File: config.mk
export PLATFORM = sky130hd
export DESIGN_NAME = ps2_command_sequencer
export DESIGN_NICKNAME = d
export VERILOG_FILES = /design/src/rtl/ps2_command_sequencer.sv
export SDC_FILE = /design/constraint.sdc
export NUM_CORES = 1
export LEC_CHECK = 0
export ABC_AREA = 1
export BUFFER_PORTS_ARGS = -buffer_cell sky130_fd_sc_hd__buf_2
export CAP_MARGIN = 15
export CORE_ASPECT_RATIO = 0.7
export CORE_MARGIN = 3
export CORE_UTILIZATION = 40
export CTS_CLUSTER_DIAMETER = 80
export DETAILED_ROUTE_END_ITERATION = 10
export SYNTH_ARGS = -nofsm -noshare
export SYNTH_HDL_FRONTEND = slang
export SYNTH_SLANG_ARGS = --single-unit
File: constraint.sdc
create_clock -name clock -period 2.2 [get_ports clock]
set_clock_uncertainty 0.05 [all_clocks]
set_input_delay 0.44 -clock clock [delete_from_list [all_inputs] [get_ports clock]]
set_output_delay 0.44 -clock clock [all_outputs]
set_load 0.005 [all_outputs]
File: src/rtl/ps2_command_sequencer.sv
// ps2_command_sequencer: PS/2 host-to-device command sender with ACK/response handling and resend retries; CPU status/command registers, open-drain clock/data enables, receive inhibit.
module ps2_command_sequencer #(
  parameter int INHIBIT_CYCLES = 5000,
  parameter int RTS_CYCLES = 50,
  parameter int TIMEOUT_CYCLES = 1000000,
  parameter int MAX_RETRIES = 3
) (
  input  logic        clock,
  input  logic        reset,
  input  logic        read,
  input  logic        write,
  input  logic        status_cs,
  input  logic        command_cs,
  input  logic [31:0] data_in,
  output logic [31:0] data_out,
  output logic        data_out_valid,
  input  logic        edge_found,
  input  logic        ps2_data_in,
  input  logic [7:0]  rx_scancode,
  input  logic        scancode_rx,
  output logic        ps2_clock_low,
  output logic        ps2_data_low,
  output logic        rx_inhibit
);
  localparam logic [2:0] IDLE = 3'd0, INHIBIT = 3'd1, RTS = 3'd2, SHIFT = 3'd3, ACK = 3'd4, RESP = 3'd5;
  logic [2:0] state;
  logic [31:0] cnt;
  logic [3:0] bitcnt;
  logic [7:0] cmd, response, retry;
  logic done, ack_err, timeout, resend_err, dlow, busy, tmo, unused;
  assign busy = state != IDLE;
  assign tmo = cnt >= 32'(TIMEOUT_CYCLES - 1);
  assign unused = ^data_in[23:0];
  assign data_out = status_cs ? {busy, done, ack_err, timeout, resend_err, 3'b0, response, 16'h0}
                  : command_cs ? {cmd, 24'h0} : 32'h0;
  assign data_out_valid = read && (status_cs || command_cs);
  assign ps2_clock_low = !reset && (state == INHIBIT || state == RTS);
  assign ps2_data_low = !reset && dlow;
  assign rx_inhibit = !reset && (state == INHIBIT || state == RTS || state == SHIFT || state == ACK);
  always_ff @(posedge clock or posedge reset) begin
    if (reset) begin
      state <= IDLE;
      cnt <= '0;
      bitcnt <= '0;
      cmd <= '0;
      response <= '0;
      retry <= '0;
      done <= 1'b0;
      ack_err <= 1'b0;
      timeout <= 1'b0;
      resend_err <= 1'b0;
      dlow <= 1'b0;
    end else begin
      case (state)
        IDLE: if (write && command_cs) begin
          cmd <= data_in[31:24];
          done <= 1'b0;
          ack_err <= 1'b0;
          timeout <= 1'b0;
          resend_err <= 1'b0;
          retry <= '0;
          cnt <= '0;
          state <= INHIBIT;
        end
        INHIBIT: if (cnt == 32'(INHIBIT_CYCLES - 1)) begin
          cnt <= '0;
          dlow <= 1'b1;
          state <= RTS;
        end else cnt <= cnt + 1;
        RTS: if (cnt == 32'(RTS_CYCLES - 1)) begin
          cnt <= '0;
          bitcnt <= '0;
          state <= SHIFT;
        end else cnt <= cnt + 1;
        SHIFT: begin
          cnt <= cnt + 1;
          if (edge_found) begin
            bitcnt <= bitcnt + 4'd1;
            dlow <= bitcnt < 4'd8 ? ~cmd[bitcnt[2:0]] : bitcnt == 4'd8 ? ^cmd : 1'b0;
            if (bitcnt == 4'd9) state <= ACK;
          end else if (tmo) begin
            timeout <= 1'b1;
            dlow <= 1'b0;
            state <= IDLE;
          end
        end
        ACK: begin
          cnt <= cnt + 1;
          if (edge_found) begin
            if (!ps2_data_in) begin
              cnt <= '0;
              state <= RESP;
            end else begin
              ack_err <= 1'b1;
              state <= IDLE;
            end
          end else if (tmo) begin
            timeout <= 1'b1;
            state <= IDLE;
          end
        end
        RESP: begin
          cnt <= cnt + 1;
          if (scancode_rx) begin
            response <= rx_scancode;
            if (rx_scancode == 8'hFA) begin
              done <= 1'b1;
              state <= IDLE;
            end else if (rx_scancode == 8'hFE) begin
              if (retry < 8'(MAX_RETRIES)) begin
                retry <= retry + 8'd1;
                cnt <= '0;
                state <= INHIBIT;
              end else begin
                resend_err <= 1'b1;
                state <= IDLE;
              end
            end
          end else if (tmo) begin
            timeout <= 1'b1;
            state <= IDLE;
          end
        end
        default: state <= IDLE;
      endcase
    end
  end
endmodule

---- After elaboration in Yosys (flattened, before gate mapping) ----
Cells that the tools add are included.
operators by class
  $add $sub $neg .......................... 3
  magnitude comparators ................... 4
  equality and inequality tests ........... 28
  muxes and demuxes ....................... 58
  bitwise gates (word level) .............. 1
  reductions and logical operators ........ 31
operator list
  kind                   number
  $mux 32                11
  $pmux 32 s6            1
  $mux 8                 5
  $mux 3                 11
  $add 32x1->32 const B  1
  $eq 32x13->1 const B   1
  $eq 32x6->1 const B    1
  $ge 32x20->1 const B   1
  $ne 2x2->1 const B     12
  $mux 1                 19
  $pmux 3 s6             1
  $eq 8x8->1 const B     2
  $pmux 8 s2             1
  $reduce_and 4->1       3
  $reduce_and 6->1       2
  $add 8x1->8 const B    1
  $eq 4x4->1 const B     2
  $lt 8x2->1 const B     1
  $mux 4                 2
  $pmux 1 s2             4
  $pmux 4 s2             1
  $reduce_bool 2->1      4
  $reduce_xor 8->1       1
  $eq 3x2->1 const B     2
  other kinds (22)       35
storage, ports and cells
  bits in registers ....................... 68
  input port bits ......................... 49
  output and inout port bits .............. 36
  word-level logic and storage cells ...... 136

---- Logic depth before layout (Yosys ltp) ----
  depth in word-level cells ............... 6
  mapped depth ............................ 13
  depth with buffers taken out ............ 13

---- Worst setup path after synthesis ----
No wires, ideal clock.
  kind .................................... register -> register
  start ................................... register state[1]
  end ..................................... register cnt[24]
  setup time .............................. 0.121 ns
  arrival ................................. 1.568 ns
  required time ........................... 2.029 ns
  setup slack ............................. 0.461 ns
  cell stages (with the launch flop) ...... 14
  buffers on the path ..................... 3
  clock period less this slack ............ 1.739 ns
  cell sequence ........................... dfrtp_1 -> buf_4 -> inv_2 -> nor2_1 -> nand2_2 -> nand2_1 -> inv_2 -> nand2_1 -> a21oi_1 -> nand3_2 -> a21oi_2 -> buf_6 -> buf_6 -> nor2_1
on the way
  word-level cells in the longest chain between the ends .. 3
  elaborated cells on any way between the ends .. 10
  classes of those cells .................. eq/ne (6); mux (1); reduce/logical (3)
RTL lines
  element                                                           line  text
  start, declared                                                   26    logic [2:0] state;
  start signal, assigned                                            42    state <= IDLE;
  start signal, assigned                                            63    state <= INHIBIT;
  start signal, assigned                                            68    state <= RTS;
  $eq 3x1->1 (tied with other cells)                                54    case (state)
  $reduce_bool 6->1 (no line) / $ne 2x2->1 (equally long branches)  --
  $reduce_and 2->1 (no line)                                        --
  end signal, assigned                                              69    end else cnt <= cnt + 1;
  end signal, assigned                                              74    end else cnt <= cnt + 1;
  end signal, assigned                                              76    cnt <= cnt + 1;
  end, declared                                                     27    logic [31:0] cnt;
Parallel ways exist; a longest one is shown, timed or not.
A chain may end at the register's enable or synchronous reset.

---- Worst setup path after layout ----
  start ................................... register state[1]
  end ..................................... output port rx_inhibit
on the way
  word-level cells in the longest chain between the ends .. 5
  elaborated cells on any way between the ends .. 8
  classes of those cells .................. eq/ne (4); reduce/logical (4)
RTL lines
  element                                          line  text
  $eq 3x1->1 / $eq 3x2->1 (equally long branches)  39    assign rx_inhibit = !reset && (state == INHIBIT || state == RTS || state == SHIFT || state == ACK);
  $logic_or 1x1->1 (2 in series)                   39
  $logic_or 1x1->1 (*)                             39
  $logic_and 1x1->1 (*)                            39
  end, declared                                    23    output logic rx_inhibit
Mark *: on every way between the ends. The rest lies on a longest branch, timed or not.

==> impl_results.md <==
- Router iterations before antenna repair: 5
- Post-placement setup slack: 0.216 ns
- Total half-perimeter wirelength after legalization and detailed placement: 7.89 mm
- Crit path arrival time: roughly 1.6 ns
- Final period utilization: ~95%
- Share of layout cells above drive strength 1: 14.4%
- Maximum number of pins on one net before global-route repair: 69
- Final number of hold-violating endpoints: 0
- Routed length per placed instance: 12.2 um
- Flops & latches, synth: 68
- RSZ-0062 raised after global routing: yes
- Total congestion overflow: 0
- Endpoint of the worst register-to-register path: cnt[4]
- Vertical die dimension: 94.3 um
- Total GRT Usage: about 18%
- Crit path largest cell delay: 0.46 ns
- Endpoints failing setup: 0
- I/O pin count: 85
- DR top layer: met4
- R2R Setup Slk: 0.21 ns
- Initial cell density of the core: 42.0%
- Cts-stage hold buffer count: 0
- Maximum clock rate: 481 MHz
- Number of instances in the synthesized netlist: 646
- Global-route wire length before repair: 18.0 mm
- Antenna violations before repair: 0
- Worst Hold Class: input port to asynchronous set/reset pin
- Worst r2r src: cnt[26]
- Number of violations of the max-capacitance limit: 0
- Final net count: approximately 750
- Signed area change from the synthesized netlist to the final layout: 15.3%
- Clock slew at reported path FFs: roughly 0.060 ns
- Max-slew violation count: 0
- TritonCTS clock tree: done
- Cell area after synthesis: 0.00445 sq mm
- Vias after detailed routing: 4085
- Critical Path End Type: output port
- Leakage: 2.66 nW
- Power density over the cells: ~1000 mW/mm^2
- Critical path launch point type: flop
- Clock buffer count from CTS: 9
- Buffer depth of the longest clock path: 2
- Number of buffers inserted by port buffering: 44
- Row count: 31
- Run status: completed
- Met1 wire length: 5.37 mm
- Synth warn: 0
- Share of the yosys chip area belonging to registers: 38.2%
- Clock Sinks: 68
- Via density per instance: between 4 and 5
- Detail Route met2 WL: 4.43 mm
- Peak supply drop: 0.000648 V
- Number of different library cells in the post-synthesis netlist: 39
- Number of global-route vias before repair: 3866
- Data required time at the worst endpoint: 1.71 ns
- Core area: 0.0106 sq mm
- Number of nets with antenna violations after detailed routing: 0
- Final weighted congestion in routability-driven placement: 0.893
- R2R depth: 11
- Min Hold Slack: 0.211 ns
- Routed Wire Length: 10.4 mm
- Number of H-tree levels: 3
- Final setup margin: ~0.12 ns
- Cell-by-cell listing of the critical path: inv_2 > nor2_1 > nand2_2 > a31oi_1 > buf_2
- Count of unresolved DRC violations after routing: 0
- Root buf cell: sky130_fd_sc_hd__clkbuf_16
- Crit-path slowest cell: sky130_fd_sc_hd__dfrtp_2
- Chip width: between 100 and 150 um
- Met3 routed wirelength: 576 um
- Syn avg cell area: 6.89 sq um
- Diodes inserted: 0
- Final min period: 2.08 ns
- CP Class: flop to output port
- Critical path peak fanout: 9
- Die outline area: 0.0125 sq mm
- Clock latency reported for the late side of the worst-skew pair: around 0.32 ns
- DRC marker count from the first detailed-route iteration: 240
-- metrics by stage --
| step | setup TNS [ns] | cell area [sq um] | instances | util [%] | total power, W |
|---|---|---|---|---|---|
| 2_1_floorplan | 0 | 4510 | 661 | - | 0.00328 |
| 3_3_place_gp | 0 | 4820 | 834 | 45.5 | 0.00378 |
| 5_1_grt | -0.00582 | 5130 | 850 | 48.5 | 0.00570 |
| 6_report | 0 | 5130 | 850 | 48.5 | 0.00525 |
| 3_5_place_dp | 0 | 4820 | 834 | 45.5 | 0.00384 |
| 4_1_cts | 0 | 5120 | 850 | 48.3 | 0.00531 |
-- metal layers --
| metal | GRT usage [%] | vias to the layer above |
|---|---|---|
| met5 | 0 | - |
| li1 | - | 2090 |
| met3 | 4.23 | 5 |
| met2 | 26.0 | 91 |
| met4 | 3.06 | 0 |
| met1 | 26.3 | 1899 |
-- Yosys cell counts, drive strengths merged --
library cell / n / share of area [%]
o2111ai: 1 / 0.20
o211ai: 2 / 0.34
o21bai: 1 / 0.17
ha: 7 / 2.0
nor3: 13 / 1.8
buf: 23 / 3.8
clkinv: 1 / 0.084
a31oi: 2 / 0.28
xnor2: 3 / 0.59
dfrtp: 68 / 38
nor2: 111 / 9.9
clkbuf: 5 / 0.42
nand4: 25 / 3.5
nor3b: 1 / 0.17
nor4: 1 / 0.14
o31ai: 2 / 0.34
mux2: 6 / 1.5
o21a: 2 / 0.34
conb: 1 / 0.084
nand3b: 1 / 0.17
o21ai: 26 / 2.9
o22ai: 5 / 0.70
a21oi: 8 / 0.98
nand3: 34 / 4.3
inv: 96 / 8.1
nand2: 184 / 16
or2: 1 / 0.14
xor2: 16 / 3.1
-- worst max path at each step --
stage / start / to / slack (ns)
2_1_floorplan: state[1] / cnt[24] / 0.46
3_3_place_gp: cnt[0] / cnt[22] / 0.25
3_5_place_dp: cnt[27] / cnt[26] / 0.22
4_1_cts: state[1] / rx_inhibit / 0.007
5_1_grt: state[1] / data_out[31] / -0.006
6_report: state[1] / rx_inhibit / 0.12
-- layout make-up --
cell class / count / area (sq um)
tap: 148 / 185
clock inverter: 1 / 30.0
fill: 1074 / 5460
multi-input combinational: 468 / 2260
clock buffer: 15 / 268
inverter: 97 / 368
sequential: 68 / 1710
timing repair buffer: 53 / 313
-- timing repair --
item / in CTS / in global routing
setup endpoints to repair: 0 / 6
setup buffers: 0 / 0
resized for setup: 0 / 6
-- critical path, delay by kind of cell (launching register included) --
family          cells  cell delay (ns)
compound gates      1             0.23
buf+inv             2             0.23
flops               1             0.46
simple gates        2             0.33
-- where the power goes --
group / internal (W) / leakage, nW / total (W) / switching, W
Clock: 0.000941 / 0.144 / 0.00144 / 0.000498
Combinational: 0.000744 / 1.61 / 0.00208 / 0.00133
Sequential: 0.00151 / 0.904 / 0.00173 / 0.000229
-- flip-flops by register name, summed over array words and instances, names as in the netlist, 3 cells and up --
signal    cells
cnt          32
cmd           8
response      8
retry         8
bitcnt        4
state         3
-- layout by cell type, fill, tap and decap left out, drive strengths merged --
cell type  count
mux2           6
clkbuf        15
nor2         111
nand2        184
o21a           2
buf           53
dfrtp         68
nand4         25
o2111ai        1
nor3          13
o21ai         26
clkinvlp       1
nand3b         1
o31ai          2
ha             7
nand3         34
inv           95
xor2          16
a31oi          2
clkinv         1
nor3b          1
o22ai          5
or2            1
bufinv         1
o21bai         1
o211ai         2
nor4           1
a21oi          8
xnor2          3
conb          16
-- cell families (layout without fill, tap and decap cells) --
logic type / after synthesis / after routing / share of synthesized area, %
AND/OR/NAND/NOR: 371 / 371 / 35.8
buffers and inverters: 125 / 166 / 12.4
multiplexers: 6 / 6 / 1.52
flip-flops: 68 / 68 / 38.2
adder cells (fa/ha/maj): 7 / 7 / 1.97
other: 1 / 16 / 0.0842
AO/OA/AOI/OAI: 49 / 49 / 6.27
XOR/XNOR: 19 / 19 / 3.74
Power figures use the tool's default switching activity.
